<file path="src/rtl/fifo_senior_pkg.sv">
// Shared types and helpers for fifo_senior: count-width helper and the status decode struct.
// The FIFO_SENIOR_FWFT_EN macro (used by the top) selects first-word-fall-through reads.
package fifo_senior_pkg;

  function automatic int count_width(input int depth_log2);
    return depth_log2 + 1;
  endfunction

  typedef struct packed {
    logic full;
    logic empty;
    logic almost_full;
    logic almost_empty;
  } status_t;

endpackage

</file>
<file path="src/rtl/fifo_senior_mem.sv">
// Simple dual-port storage: synchronous write, asynchronous read, no reset on contents.
// Zero-latency read port; no flow control of its own (the top gates writes).
module fifo_senior_mem #(
  parameter int WIDTH_DATA = 8,
  parameter int DEPTH_LOG2 = 4
) (
  input  logic                  clk_i,
  input  logic                  we,
  input  logic [DEPTH_LOG2-1:0] waddr,
  input  logic [WIDTH_DATA-1:0] wdata,
  input  logic [DEPTH_LOG2-1:0] raddr,
  output logic [WIDTH_DATA-1:0] rdata
);

  logic [WIDTH_DATA-1:0] mem [1 << DEPTH_LOG2];

  always_ff @(posedge clk_i) begin
    if (we) mem[waddr] <= wdata;
  end

  assign rdata = mem[raddr];

endmodule

</file>
<file path="src/rtl/fifo_senior.sv">
// Single-clock FIFO with count, almost flags, sticky errors; 1-cycle registered read, or
// FWFT when FIFO_SENIOR_FWFT_EN is defined. Writes refused while full, reads while empty.
module fifo_senior
  import fifo_senior_pkg::*;
#(
  parameter int WIDTH_DATA = 8,
  parameter int DEPTH_LOG2 = 4,
  parameter int AF_THRESH  = (1 << DEPTH_LOG2) - 2,
  parameter int AE_THRESH  = 2
) (
  input  logic                  clk_i,
  input  logic                  rst_i,
  input  logic                  write,
  input  logic [WIDTH_DATA-1:0] data_in,
  input  logic                  read,
  output logic [WIDTH_DATA-1:0] data_out,
  output logic                  rd_valid,
  output logic [DEPTH_LOG2:0]   fifo_count,
  output logic                  fifo_empty,
  output logic                  fifo_full,
  output logic                  almost_full,
  output logic                  almost_empty,
  output logic                  overflow,
  output logic                  underflow,
  input  logic                  clr_err
);

  localparam int DEPTH = 1 << DEPTH_LOG2;
  localparam int CW    = count_width(DEPTH_LOG2);

  logic [DEPTH_LOG2-1:0] wr_ptr;
  logic [DEPTH_LOG2-1:0] rd_ptr;
  logic [CW-1:0]         count;
  logic [WIDTH_DATA-1:0] mem_rdata;
  logic                  wr_acc;
  logic                  rd_acc;
  status_t               st;

  // Flags decode the registered count, so they lag an accepted op by one cycle.
  assign st.empty        = (count == '0);
  assign st.full         = (count == CW'(DEPTH));
  assign st.almost_full  = (count >= CW'(AF_THRESH));
  assign st.almost_empty = (count <= CW'(AE_THRESH));

  assign fifo_count   = count;
  assign fifo_empty   = st.empty;
  assign fifo_full    = st.full;
  assign almost_full  = st.almost_full;
  assign almost_empty = st.almost_empty;

  assign wr_acc = write && !st.full;
  assign rd_acc = read && !st.empty;

  fifo_senior_mem #(
    .WIDTH_DATA(WIDTH_DATA),
    .DEPTH_LOG2(DEPTH_LOG2)
  ) u_mem (
    .clk_i (clk_i),
    .we    (wr_acc),
    .waddr (wr_ptr),
    .wdata (data_in),
    .raddr (rd_ptr),
    .rdata (mem_rdata)
  );

  always_ff @(posedge clk_i or posedge rst_i) begin
    if (rst_i) begin
      wr_ptr <= '0;
      rd_ptr <= '0;
      count  <= '0;
    end else begin
      if (wr_acc) wr_ptr <= wr_ptr + 1'b1;
      if (rd_acc) rd_ptr <= rd_ptr + 1'b1;
      case ({wr_acc, rd_acc})
        2'b10:   count <= count + 1'b1;
        2'b01:   count <= count - 1'b1;
        default: count <= count;
      endcase
    end
  end

  // A new error in the same cycle as clr_err leaves the flag set.
  always_ff @(posedge clk_i or posedge rst_i) begin
    if (rst_i) begin
      overflow  <= 1'b0;
      underflow <= 1'b0;
    end else begin
      overflow  <= (write && st.full)  || (overflow  && !clr_err);
      underflow <= (read  && st.empty) || (underflow && !clr_err);
    end
  end

`ifdef FIFO_SENIOR_FWFT_EN
  assign data_out = st.empty ? '0 : mem_rdata;
  assign rd_valid = !st.empty;
`else
  always_ff @(posedge clk_i or posedge rst_i) begin
    if (rst_i) begin
      data_out <= '0;
      rd_valid <= 1'b0;
    end else begin
      rd_valid <= rd_acc;
      if (rd_acc) data_out <= mem_rdata;
    end
  end
`endif

endmodule

</file>
<file path="config.mk">
export PLATFORM = sky130hd
export DESIGN_NAME = fifo_senior
export DESIGN_NICKNAME = d
export VERILOG_FILES = /design/src/rtl/fifo_senior_pkg.sv /design/src/rtl/fifo_senior_mem.sv /design/src/rtl/fifo_senior.sv
export SDC_FILE = /design/constraint.sdc
export NUM_CORES = 1
export LEC_CHECK = 0
export BUFFER_PORTS_ARGS = -buffer_cell sky130_fd_sc_hd__buf_2
export CORE_MARGIN = 2
export CORE_UTILIZATION = 53
export DETAILED_ROUTE_END_ITERATION = 8
export HOLD_SLACK_MARGIN = 0.12
export PLACE_DENSITY_LB_ADDON = 0.2
export SYNTH_ARGS = -nofsm -noshare
export SYNTH_HDL_FRONTEND = slang
export SYNTH_SLANG_ARGS = --single-unit
</file>
<file path="constraint.sdc">
create_clock -name clk_i -period 6.8 [get_ports clk_i]
set_input_delay 1.36 -clock clk_i [delete_from_list [all_inputs] [get_ports clk_i]]
set_output_delay 1.36 -clock clk_i [all_outputs]
set_load 0.02 [all_outputs]
</file>
-- Yosys cells after proc, flatten, opt, wreduce, memory -nomap -nowiden
Memories as Yosys holds them, arrays and structs flattened. A register that Yosys moved wholly into a read port is not among the register bits.
Index checks and enable logic that the tools add are counted.
- word-level logic and storage cells: 32
- output and inout port bits: 20
- RAM bits: 128
- flip-flop bits (word level): 16
- memories kept: 1
- latch bits: 0
- memory bits (read-only): 0
- shift operators: 0
- multipliers: 0
- reduce and logical (&&, ||, !) cells: 13
- magnitude comparators: 2
- mux-type cells: 3
- bitwise operators: 0
- equal/unequal tests: 3
- divide/modulo/power cells: 0
- add/subtract/negate cells: 4
- memory list (memory ; words ; width ; rd ports ; clocked after Yosys merged registers in ; wr ports ; RTL line ; source):
    u_mem.mem ; 16 ; 8 ; 1 ; 1 ; 1 ; fifo_senior_mem.sv:15 ; logic [WIDTH_DATA-1:0] mem [1 << DEPTH_LOG2];
- operator list (cell ; count):
    $pmux W5 S2 ; 1
    $add A4 B1 Y4 const B ; 2
    $logic_and A1 B1 Y1 ; 6
    $add A5 B1 Y5 const B ; 1
    $eq A5 B5 Y1 const B ; 1
    $ge A5 B4 Y1 const B ; 1
    $le A5 B2 Y1 const B ; 1
    $logic_not A5 Y1 ; 1
    $sub A5 B1 Y5 const B ; 1
    $logic_not A1 Y1 ; 3
    $eq A2 B1 Y1 const B ; 1
    $eq A2 B2 Y1 const B ; 1
    $logic_or A1 B1 Y1 ; 2
    $mux W1 ; 2
    $reduce_bool A2 Y1 ; 1

-- Longest topological paths before layout
- word-level depth: 5
- gate-level depth with buffers: 12
- gate-level depth less buffers: 10

-- Cells and area by module
A second synthesis with hierarchy kept.
- cells, all modules: 311
- area total of the unflattened synthesis: 6195.9 µm²
- by module, submodules not included (module ; instances ; cells each ; area each (µm²) ; seq. area each (µm²)):
    fifo_senior_mem ; 1 ; 221 ; 4987.3 ; 3843.7
    fifo_senior ; 1 ; 90 ; 1208.7 ; 600.6

-- Worst setup path before layout
No wires, ideal clock.
- path type: input port to flip-flop
- from: input port write
- to: register count[4], in the netlist fifo_count[4]
- path buffers: 1
- setup slack: 3511 ps
- setup time: 105 ps
- stages: 10
- arrival time: 3184 ps
- data required time: 6695 ps
- path through: a21boi_2 inv_1 ha_1 clkbuf_1 xor2_1 ha_1 o211a_1 o21ai_0 o41ai_1 nor4b_1
- cells in the longest elaborated chain, start to end: 3
- elaborated cells between the ends (all ways): 5
- those cells by class: eq/ne: 2; mux: 1; reduce/logical: 2
- ends and longest elaborated chain (item ; RTL line ; source):
    from (decl) ; fifo_senior.sv:13 ; input logic write,
    $logic_and A1 B1 Y1 * ; fifo_senior.sv:51 ; assign wr_acc = write && !st.full;
    $eq A2 B1 Y1 or $eq A2 B2 Y1 (tied branches) ; fifo_senior.sv:74 ; case ({wr_acc, rd_acc})
    $pmux W5 S2 or $reduce_bool A2 Y1 (tied branches) ; n/a ;
    to (signal assigned) ; fifo_senior.sv:75 ; 2'b10: count <= count + 1'b1;
    to (signal assigned) ; fifo_senior.sv:76 ; 2'b01: count <= count - 1'b1;
    to (signal assigned) ; fifo_senior.sv:77 ; default: count <= count;
    to (decl) ; fifo_senior.sv:33 ; logic [CW-1:0] count;
Mark *: on every way between the ends. The rest lies on a longest branch, timed or not.
A chain may end at the register's enable or synchronous reset.

-- Worst setup path in the final report
- from: register count[1], in the netlist fifo_count[1]
- to: register count[4], in the netlist fifo_count[4]
- cells in the longest elaborated chain, start to end: 5
- elaborated cells between the ends (all ways): 12
- those cells by class: add/sub: 2; eq/ne: 3; mux: 1; reduce/logical: 6
- ends and longest elaborated chain (item ; RTL line ; source):
    $logic_not A5 Y1 * ; fifo_senior.sv:40 ; assign st.empty = (count == '0);
    $logic_not A1 Y1 * ; fifo_senior.sv:52 ; assign rd_acc = read && !st.empty;
    $logic_and A1 B1 Y1 * ; fifo_senior.sv:52 ;
    net rd_acc ; fifo_senior.sv:36 ; logic rd_acc;
    $eq A2 B1 Y1 or $eq A2 B2 Y1 (tied branches) ; fifo_senior.sv:74 ;
    $pmux W5 S2 or $reduce_bool A2 Y1 (tied branches) ; n/a ;
Mark *: on every way through the listed nets, which the timed path passes. The rest lies on a longest branch.

==> metrics <==
clk_skew=~0.0074 ns; slowest CP cell=or4_4; clk buf depth=2; Num CTS Buffers=17; synth unique cells=40; IO Pins=33; die height=about 110 µm; status=finished, final reports clean; Area Growth Syn to Fin=14.29%; Worst Path Required=7.11 ns; # rows=39; Leak=0.002485 µW; Worst Tran Pin Value=1.114 ns; Post-synth EDFFs=128; Most common cell on crit path=ha_1; Slew Limit Fails=0; DR WL/cell=21.37 µm; post-CTS setup buffers=0; RSZ-0062 raised after global routing=no; post-DP HPWL=7.010 mm; Detailed Route Iter0 Violations=approximately 250; clock root cell=clkbuf_16; FMAX=approximately 300 MHz; H-Tree Depth=4; vias in the first global route=3141; Max Cap Viol=0; Total Power=3015 µW; Period minus WS final=3.363 ns; Pwr per Cell Area=~430 mW/mm²; ranking of synthesized cells by area=edfxtp_1 63%, mux4_2 12%, dfrtp_1 9.8%, mux2i_1 2.6%, ha_1 1.8%; sequential share of the synthesized area=0.7230; Fin. Hold Viols=0; Starting Density=0.5407; peak supply drop=0.5578 mV; final setup TNS=0 ns; GRT overflow=0; final setup vio count=0; post-cts resize count=0; Critical Path AT=3.67 ns; Avg Cell Area, Syn=between 15 and 20 µm²; ys async rst share=0.1579; router iterations before antenna repair=4; hold crit path type=reg2reg; Placer Congestion=just under 0.8; critical path class=reg2reg; first-pass GRT wire length=about 18 mm; WL final=11.28 mm; Core ar.=around 0.011 mm²; count leader, synth=edfxtp_1; syn_nets=356; share of cells above drive strength 1=0.2701; TritonCTS Sinks=152; via count=between 3000 and 4000; Crit Path Max Fanout=11; Hold Slack=0.4982 ns; crit path cell chain=or4_4 > o21ai_2 > inv_2 > ha_1 > xor2_1 > ha_1 > o211a_1 > o21ai_0 > o41ai_1 > nor4b_1; commonest cells in the netlist=128 x edfxtp_1, 32 x mux4_2, 24 x dfrtp_1, 24 x nand2_1, 18 x nor2_1; CP max stage delay=approximately 0.6 ns; post-synthesis register bit count=152; Slew headroom=0.2572; Synth Flop Type=edfxtp_1; crit-path leading delay family=compound AO/OA/AOI/OAI gates; Clock transition at path regs=0.06 ns; Antenna Violating Nets Remaining=0; # port buffers=32; Skew-Pair Late Insertion Delay=between 0.4 and 0.5 ns; Post-Syn Area=0.006147 mm²; TritonCTS clock tree=yes; Gate Count Post-Synth=334; Die X=111.7 µm; Hold-fix buffers, CTS=0; crit end category=flip-flop; gr usage total=0.1947; largest net degree at the start of global routing=35; drt drc=0; Startpoint Class=flip-flop; crit share post-route=0.4945; post-synth top area share=0.6253; Vias/cell=5.759; Yosys Warn Count=0; # nets final=394; DIE AREA=0.01248 mm²; biggest area consumer among synthesized cells=edfxtp_1; diode count=0; final core utilization=0.6179; initial antenna violation count=0; Buf/Inv on CP=1
==> kinds of logic (layout without fill, tap and decap cells) <==
group           count (synthesis)  in the layout  synth area share
mux                            49             49            0.1451
buf+inv                        27             78           0.02097
flops                         152            152            0.7230
fa+ha+maj                       9              9           0.01832
xor+xnor                        9              9           0.01282
simple gates                   63             63           0.04804
compound gates                 25             25           0.03175
==> state kept, by name, indices dropped and copies added (netlist names) <==
signal	flops
underflow	1
u_mem.mem	128
data_out	8
fifo_count	5
overflow	1
rd_ptr	4
rd_valid	1
wr_ptr	4
==> layout make-up <==
cell class | count | area, µm²
clock buffer | 23 | 467.9
clock inverter | 9 | 123.9
fill | 810 | 4344
inverter | 8 | 30.03
multi-input combinational | 155 | 1574
sequential | 152 | 4446
tap | 143 | 178.9
timing repair buffer | 38 | 205.2
==> path summary, 6_finish.rpt <==
path	endpoint	slack [ns]	cells past startpoint	startpoint
hold reg to reg	overflow$_DFF_PP0_	0.50	1	overflow$_DFF_PP0_
setup reg to reg	fifo_count[4]$_DFFE_PP0P_	3.44	10	fifo_count[1]$_DFFE_PP0P_
min in group asynchronous	rd_valid$_DFF_PP0_	1.16	2	rst_i
hold / removal	overflow$_DFF_PP0_	0.50	1	overflow$_DFF_PP0_
max in group asynchronous	rd_ptr[2]$_DFFE_PP0P_	4.99	2	rst_i
setup / recovery	fifo_count[4]$_DFFE_PP0P_	3.44	10	fifo_count[1]$_DFFE_PP0P_
==> power breakdown <==
part           internal [µW]  total (µW)  switching, µW  leakage [µW]
Combinational            367         802            435      0.000754
Sequential              1160        1280            128       0.00145
Clock                    593         930            336      0.000285
Total                   2120        3010            899       0.00248
==> layer usage <==
| metal | wire (µm) | vias to the layer above | global-route usage | share of wire |
|---|---|---|---|---|
| met5 | 0 | - | 0 | 0 |
| met4 | 284 | 0 | 0.09136 | 0.025 |
| met3 | 546 | 18 | 0.04518 | 0.048 |
| met2 | 5643 | 87 | 0.3127 | 0.50 |
| met1 | 4809 | 1549 | 0.2557 | 0.43 |
| li1 | - | 1387 | - | - |
==> per-stage QoR <==
step | worst slack [ns] | instances | cell area [µm²]
final | 3.437 | 528 | 7025
after global routing | 3.168 | 528 | 7025
after CTS | 3.434 | 528 | 7025
after detailed placement | 3.260 | 496 | 6434
after global placement | 3.330 | 496 | 6434
after floorplan | 3.511 | 334 | 6147
==> layout by cell type (no fill, tap or decap), types with 8 or more instances in the layout <==
cell	synthesis	routed
edfxtp_1	128	128
mux4_2	32	32
buf_2	10	32
nand2_1	24	24
dfrtp_1	24	23
nor2_1	18	18
clkbuf_16	0	17
mux2i_1	16	16
ha_1	9	9
o221ai_1	8	8
(Power assumes the default switching activity.)
